--- src/rtl/wt_dcache_rd_arb.sv ---
// Read/word-write arbiter for the write-through L1 dcache tag/data arrays.
// Two-class round-robin with starvation promotion; refills always win.
module wt_dcache_rd_arb #(
  parameter int unsigned NumPorts    = 3,
  parameter int unsigned IdxWidth    = 8,
  parameter int unsigned OffWidth    = 4,
  parameter int unsigned TagWidth    = 16,
  parameter int unsigned StarveLimit = 15
) (
  input  logic                               clk_i,
  input  logic                               rst_i,
  input  logic [NumPorts-1:0]                rd_req_i,
  input  logic [NumPorts-1:0]                rd_prio_i,
  input  logic [NumPorts-1:0]                rd_tag_only_i,
  input  logic [NumPorts-1:0][IdxWidth-1:0]  rd_idx_i,
  input  logic [NumPorts-1:0][OffWidth-1:0]  rd_off_i,
  input  logic [NumPorts-1:0][TagWidth-1:0]  rd_tag_i,
  output logic [NumPorts-1:0]                rd_ack_o,
  input  logic                               wr_cl_vld_i,
  input  logic                               wr_req_i,
  output logic                               wr_ack_o,
  output logic                               arr_rd_en_o,
  output logic                               arr_rd_tag_only_o,
  output logic [IdxWidth-1:0]                arr_rd_idx_o,
  output logic [OffWidth-1:0]                arr_rd_off_o,
  output logic                               rsp_vld_o,
  output logic [NumPorts-1:0]                rsp_port_o,
  output logic [TagWidth-1:0]                rsp_tag_o,
  output logic                               rsp_tag_only_o
);

  localparam int unsigned PtrWidth = (NumPorts > 1) ? $clog2(NumPorts) : 1;
  localparam int unsigned CntWidth = 8;
  localparam logic [CntWidth-1:0] CntMax = CntWidth'(StarveLimit);

  // First requester at or after ptr, wrapping at NumPorts-1.
  function automatic logic [NumPorts-1:0] rr_pick(input logic [NumPorts-1:0] req,
                                                   input logic [PtrWidth-1:0] ptr);
    logic [NumPorts-1:0] gnt;
    logic                found;
    int unsigned         p;
    gnt   = '0;
    found = 1'b0;
    for (int unsigned k = 0; k < NumPorts; k++) begin
      p = (32'(ptr) + k) % NumPorts;
      if (!found && ((req & (NumPorts'(1) << p)) != '0)) begin
        gnt   = NumPorts'(1) << p;
        found = 1'b1;
      end
    end
    return gnt;
  endfunction

  logic [PtrWidth-1:0] r_h_ptr, r_l_ptr;
  logic [CntWidth-1:0] r_starve_cnt;

  logic [NumPorts-1:0] w_h, w_l, w_h_gnt, w_l_gnt, w_gnt;
  logic                w_promote, w_sel_h, w_sel_l;
  logic [IdxWidth-1:0] w_idx;
  logic [OffWidth-1:0] w_off;
  logic [TagWidth-1:0] w_tag;
  logic                w_tag_only;
  logic [PtrWidth-1:0] w_gnt_idx, w_nxt_ptr;

  assign w_h       = rd_req_i & rd_prio_i;
  assign w_l       = rd_req_i & ~rd_prio_i;
  assign w_promote = (r_starve_cnt == CntMax);
  assign w_h_gnt   = rr_pick(w_h, r_h_ptr);
  assign w_l_gnt   = rr_pick(w_l, r_l_ptr);

  // Class selection: refill/reset block everything, then promoted L, H, L.
  always_comb begin
    w_sel_h = 1'b0;
    w_sel_l = 1'b0;
    if (!rst_i && !wr_cl_vld_i) begin
      if (w_promote && (w_l != '0)) w_sel_l = 1'b1;
      else if (w_h != '0)           w_sel_h = 1'b1;
      else if (w_l != '0)           w_sel_l = 1'b1;
    end
  end

  assign w_gnt = w_sel_l ? w_l_gnt : (w_sel_h ? w_h_gnt : '0);

  always_comb begin
    w_idx      = '0;
    w_off      = '0;
    w_tag      = '0;
    w_tag_only = 1'b0;
    w_gnt_idx  = '0;
    for (int unsigned i = 0; i < NumPorts; i++) begin
      if (w_gnt[i]) begin
        w_idx      = w_idx | rd_idx_i[i];
        w_off      = w_off | rd_off_i[i];
        w_tag      = w_tag | rd_tag_i[i];
        w_tag_only = w_tag_only | rd_tag_only_i[i];
        w_gnt_idx  = w_gnt_idx | PtrWidth'(i);
      end
    end
  end

  assign w_nxt_ptr = (w_gnt_idx == PtrWidth'(NumPorts - 1)) ? '0 : w_gnt_idx + PtrWidth'(1);

  assign rd_ack_o          = w_gnt;
  assign arr_rd_en_o       = (w_gnt != '0);
  assign arr_rd_tag_only_o = w_tag_only;
  assign arr_rd_idx_o      = w_idx;
  assign arr_rd_off_o      = w_off;
  // A tag-only read leaves the data bank free for the word write.
  assign wr_ack_o = !rst_i && wr_req_i && !wr_cl_vld_i && (!arr_rd_en_o || w_tag_only);

  always_ff @(posedge clk_i) begin
    if (rst_i) begin
      r_h_ptr        <= '0;
      r_l_ptr        <= '0;
      r_starve_cnt   <= '0;
      rsp_vld_o      <= 1'b0;
      rsp_port_o     <= '0;
      rsp_tag_o      <= '0;
      rsp_tag_only_o <= 1'b0;
    end else begin
      rsp_vld_o      <= arr_rd_en_o;
      rsp_port_o     <= w_gnt;
      rsp_tag_o      <= w_tag;
      rsp_tag_only_o <= w_tag_only;
      if (w_sel_h) r_h_ptr <= w_nxt_ptr;
      if (w_sel_l) r_l_ptr <= w_nxt_ptr;
      // Starvation counter frozen during refills.
      if (!wr_cl_vld_i) begin
        if ((w_l == '0) || w_sel_l)  r_starve_cnt <= '0;
        else if (r_starve_cnt != CntMax) r_starve_cnt <= r_starve_cnt + CntWidth'(1);
      end
    end
  end

endmodule
--- config.mk ---
export PLATFORM = sky130hd
export DESIGN_NAME = wt_dcache_rd_arb
export DESIGN_NICKNAME = d
export VERILOG_FILES = /design/src/rtl/wt_dcache_rd_arb.sv
export SDC_FILE = /design/constraint.sdc
export NUM_CORES = 1
export LEC_CHECK = 0
export ABC_AREA = 1
export BUFFER_PORTS_ARGS = -buffer_cell sky130_fd_sc_hd__buf_4
export CELL_PAD_IN_SITES_DETAIL_PLACEMENT = 1
export CELL_PAD_IN_SITES_GLOBAL_PLACEMENT = 2
export CORE_ASPECT_RATIO = 1.4
export CORE_UTILIZATION = 21
export DETAILED_ROUTE_END_ITERATION = 10
export HOLD_SLACK_MARGIN = 0.03
export PLACE_DENSITY_LB_ADDON = 0.12
export SLEW_MARGIN = 20
export SYNTH_ARGS = -nofsm -noshare
export SYNTH_HDL_FRONTEND = slang
export SYNTH_SLANG_ARGS = --single-unit
--- constraint.sdc ---
create_clock -name clk_i -period 5 [get_ports clk_i]
set_input_delay 0.5 -clock clk_i [delete_from_list [all_inputs] [get_ports clk_i]]
set_output_delay 0.5 -clock clk_i [all_outputs]
set_load 0.01 [all_outputs]
==> results.ini <==
[status]
outcome = complete, no violations

[floorplanning]
io-pin-count = 136
design.core.area_um2 = 9560
fp.dieW_um = 86.3
initial_utilization_pct = 21.8
floorplan.rows = 42
die_area_um2 = 10400
fp.dieH_um = 120

[setup_path]
cp_max_fo = 32
timing.critical_path.slowest_cell_delay_ns = 0.52
path_delay_family = simple AND/OR/NAND/NOR gates
cp.buffers_inverters = 3
timing.critical_path.arrival_ns = 2.93
crit_path_top_delay_cell = nand2_2
timing.critical_path.to_type = output pin
timing.critical_path.from_type = flop
timing.critical_path.cells = inv_1 -> ha_1 -> nand3_1 -> nand3_1 -> nor2_1 -> nand3_1 -> nand2_1 -> nand2_1 -> nand2_2 -> inv_1 -> nand2_1 -> nor2_2 -> nor2_1 -> nor2_1 -> buf_4
setup.worst_path.class = reg2out
required_ns = 4.50

[timing]
max_freq_mhz = 292
period_needed_ns = 3.43
grt_setup_unrepaired = no
finalClockSkew_ns = 0.00599
final_critical_path_setup_slack_ns = 1.57
final_min_period_over_clock_period_pct = 68.6
slew_headroom_pct = 54.6
pins_over_their_slew_limit = 0
worst-slew-pin-transition_ns = 0.679
final.setup.tns_ns = 0
timing.final.hold_violations = 0
report.final.setup_viol = 0

[yosys]
yosysTopAreaCell = dfxtp_1
synth.ff_latch_count = 33
synth.area.top_cells = dfxtp_1 (32%), nand2_1 (23%), nand3_1 (18%)
total_number_of_yosys_warnings = 0
post_synthesis_cell_type_count = 29
synth.cell_area_um2 = 2090
yosys.area.top_type_share_pct = 31.6
synth_nets = 436
yosysSeqAreaShare_pct = 31.6
synthCells = 333
synthesis.area_per_instance_um2 = 6.27

[place]
port_buffers = 135
gpl.final_weighted_congestion = 0.777
place_worst_setup_slack_ns = 1.83
detailedPlacementHpwl_um = 6450

[power]
pwr-share-seq_pct = 33.3
internal-power_uw = 632
share_comb_of_total_power_pct = 23.7
p_leak_uw = 0.00171
power_per_cell_area_nw_per_um2 = 254
clkPwrFrac_pct = 43.0
peakVddDrop_mv = 0.158
post-layout-total-power_uw = 854
net-switching-power_uw = 222
p_sw_share_pct = 26.0

[global_routing]
global_route.usage.total_pct = 15.8
grt_antenna_before_repair = 0
grt_first_pass_wirelength_um = 12600
grt_pass1_vias = 2788
largest_net_degree_at_the_start_of_global_routing = 33
global_route.overflow_total = 0

[cells_and_area]
layout.nets = 567
post_route_cells_drive_above_1_share_pct = 34.0
area.growth.synth_to_final_pct = 61.2
antenna_cells = 0
utilization_pct = 35.2

[clock_tree]
post_cts_resize_count = 0
clk_latency_ns = 0.28
tritoncts = built
ctsHoldBuffers = 0
max-clock-path-buffers = 2
cts_num_sinks = 33
cts_setup_buffers = 0
clk_transition_reported_paths_ns = 0.06
ctsHtreeMaxLevel = 2
root_buffer = clkbuf_16
cts-buffers-inserted = 5

[detailed_routing]
drt_pre_antenna_iters = 4
detail_route.wirelength_um = 7900
number_of_vias_per_cell_after_detailed_routing = 4.47
dr_total_vias = 2666
final_antenna_net_count = 0
wire_per_inst_um = 13.2
route.detailed.drc = 0
initialDrtViolationCount = 63

[hold_path]
hold_path.class = in2reg

[job]
max_cap_viol_count = 0

state kept, by name, summed over array words and instances (netlist names):
name,count
rsp_tag_o,16
r_starve_cnt,8
rsp_port_o,3
r_h_ptr,2
r_l_ptr,2
rsp_tag_only_o,1
rsp_vld_o,1
final timing paths:
path / from / to / slack (ns) / cells past startpoint
hold reg to reg: r_l_ptr[1]$_SDFFE_PP0N_ / r_l_ptr[1]$_SDFFE_PP0N_ / 0.48 / 2
hold / removal: rd_tag_i[20] / rsp_tag_o[4]$_SDFF_PP0_ / 0.41 / 3
setup reg to reg: r_l_ptr[0]$_SDFFE_PP0N_ / rsp_tag_o[1]$_SDFF_PP0_ / 2.48 / 12
setup / recovery: r_l_ptr[0]$_SDFFE_PP0N_ / wr_ack_o / 1.57 / 15
metal layers:
layer	share of wire [%]	global-route usage, %	routed length, µm	vias to the layer above
li1	-	-	-	1338
met1	36	14.9	2820	1241
met2	53	29.7	4230	78
met3	8.9	6.95	705	9
met4	1.9	5.10	153	0
met5	0	0	0	-
metrics by stage:
| step | instance area [µm²] | hold slack, ns | instances |
|---|---|---|---|
| after CTS | 3370 | 0.410 | 597 |
| after global placement | 3200 | 0.478 | 589 |
| after global routing | 3370 | 0.415 | 597 |
| after detailed placement | 3200 | 0.482 | 589 |
| after floorplan | 2090 | 0.460 | 333 |
| final | 3370 | 0.414 | 597 |
worst reg2reg max path, cell delays in order, from the launching register on:
cell,delay (ns)
dfxtp_1,0.36
inv_1,0.06
ha_1,0.39
nand3_1,0.14
nand3_1,0.15
nor2_1,0.20
nand3_1,0.09
nand2_1,0.08
nand2_1,0.06
nand2_1,0.43
buf_4,0.33
nand2_1,0.08
nand3_1,0.09
power by group through the flow:
stage | Sequential, µW | Clock, µW | Combinational, µW
3_3_place_gp | 290 | 0 | 206
5_1_grt | 286 | 394 | 223
6_report | 284 | 367 | 202
3_5_place_dp | 290 | 0 | 206
2_1_floorplan | 297 | 0 | 81.3
4_1_cts | 285 | 381 | 207
layout by cell type (no fill, tap or decap):
cell       count
buf_4        136
nand2_1      128
nand3_1       77
dfxtp_1       33
inv_1         24
nor2_1        14
a21oi_1        6
ha_1           6
clkbuf_16      5
o21ai_0        4
inv_2          3
nand3_2        3
nor2_2         3
nor3_1         3
nor2_4         2
o21a_1         2
nand2_2        2
nor3b_1        2
o211ai_2       1
a21oi_2        1
nand3b_1       1
xnor2_1        1
a22oi_1        1
a211oi_1       1
xor2_1         1
o31ai_1        1
nand4_1        1
clkbuf_1       1
bufinv_16      1
clkbuf_8       1
logic make-up after synthesis:
group	synth area share (%)
adder cells (fa/ha/maj)	3.59
AO/OA/AOI/OAI	5.21
XOR/XNOR	0.838
buffers and inverters	8.68
flip-flops	31.6
AND/OR/NAND/NOR	50.1
synth_stat cells:
library cell  instances
nor3_1                3
nor3b_1               2
xnor2_1               1
buf_4                 1
inv_2                 3
dfxtp_1              33
clkbuf_1              1
a21oi_1               6
inv_1                24
nand2_1             128
nor2_2                3
buf_6                 3
xor2_1                1
a211oi_1              1
nand2_2               2
nand3_2               3
o21a_1                2
o211ai_2              1
nand3b_1              1
a22oi_1               1
nor2_4                2
o21ai_0               4
o31ai_1               1
buf_2                 7
nand4_1               1
nand3_1              77
nor2_1               14
ha_1                  6
a21oi_2               1
area by class of cell:
cell class | instances | area, µm²
fillers | 1250 | 6200
flip-flops and latches | 33 | 661
repair buffers | 136 | 1020
well taps | 132 | 165
inverters | 27 | 101
clock buffers | 7 | 143
clock inverters | 1 | 30.0
multi-input cells | 261 | 1250
No activity file was read; power rests on OpenSTA's default activity.
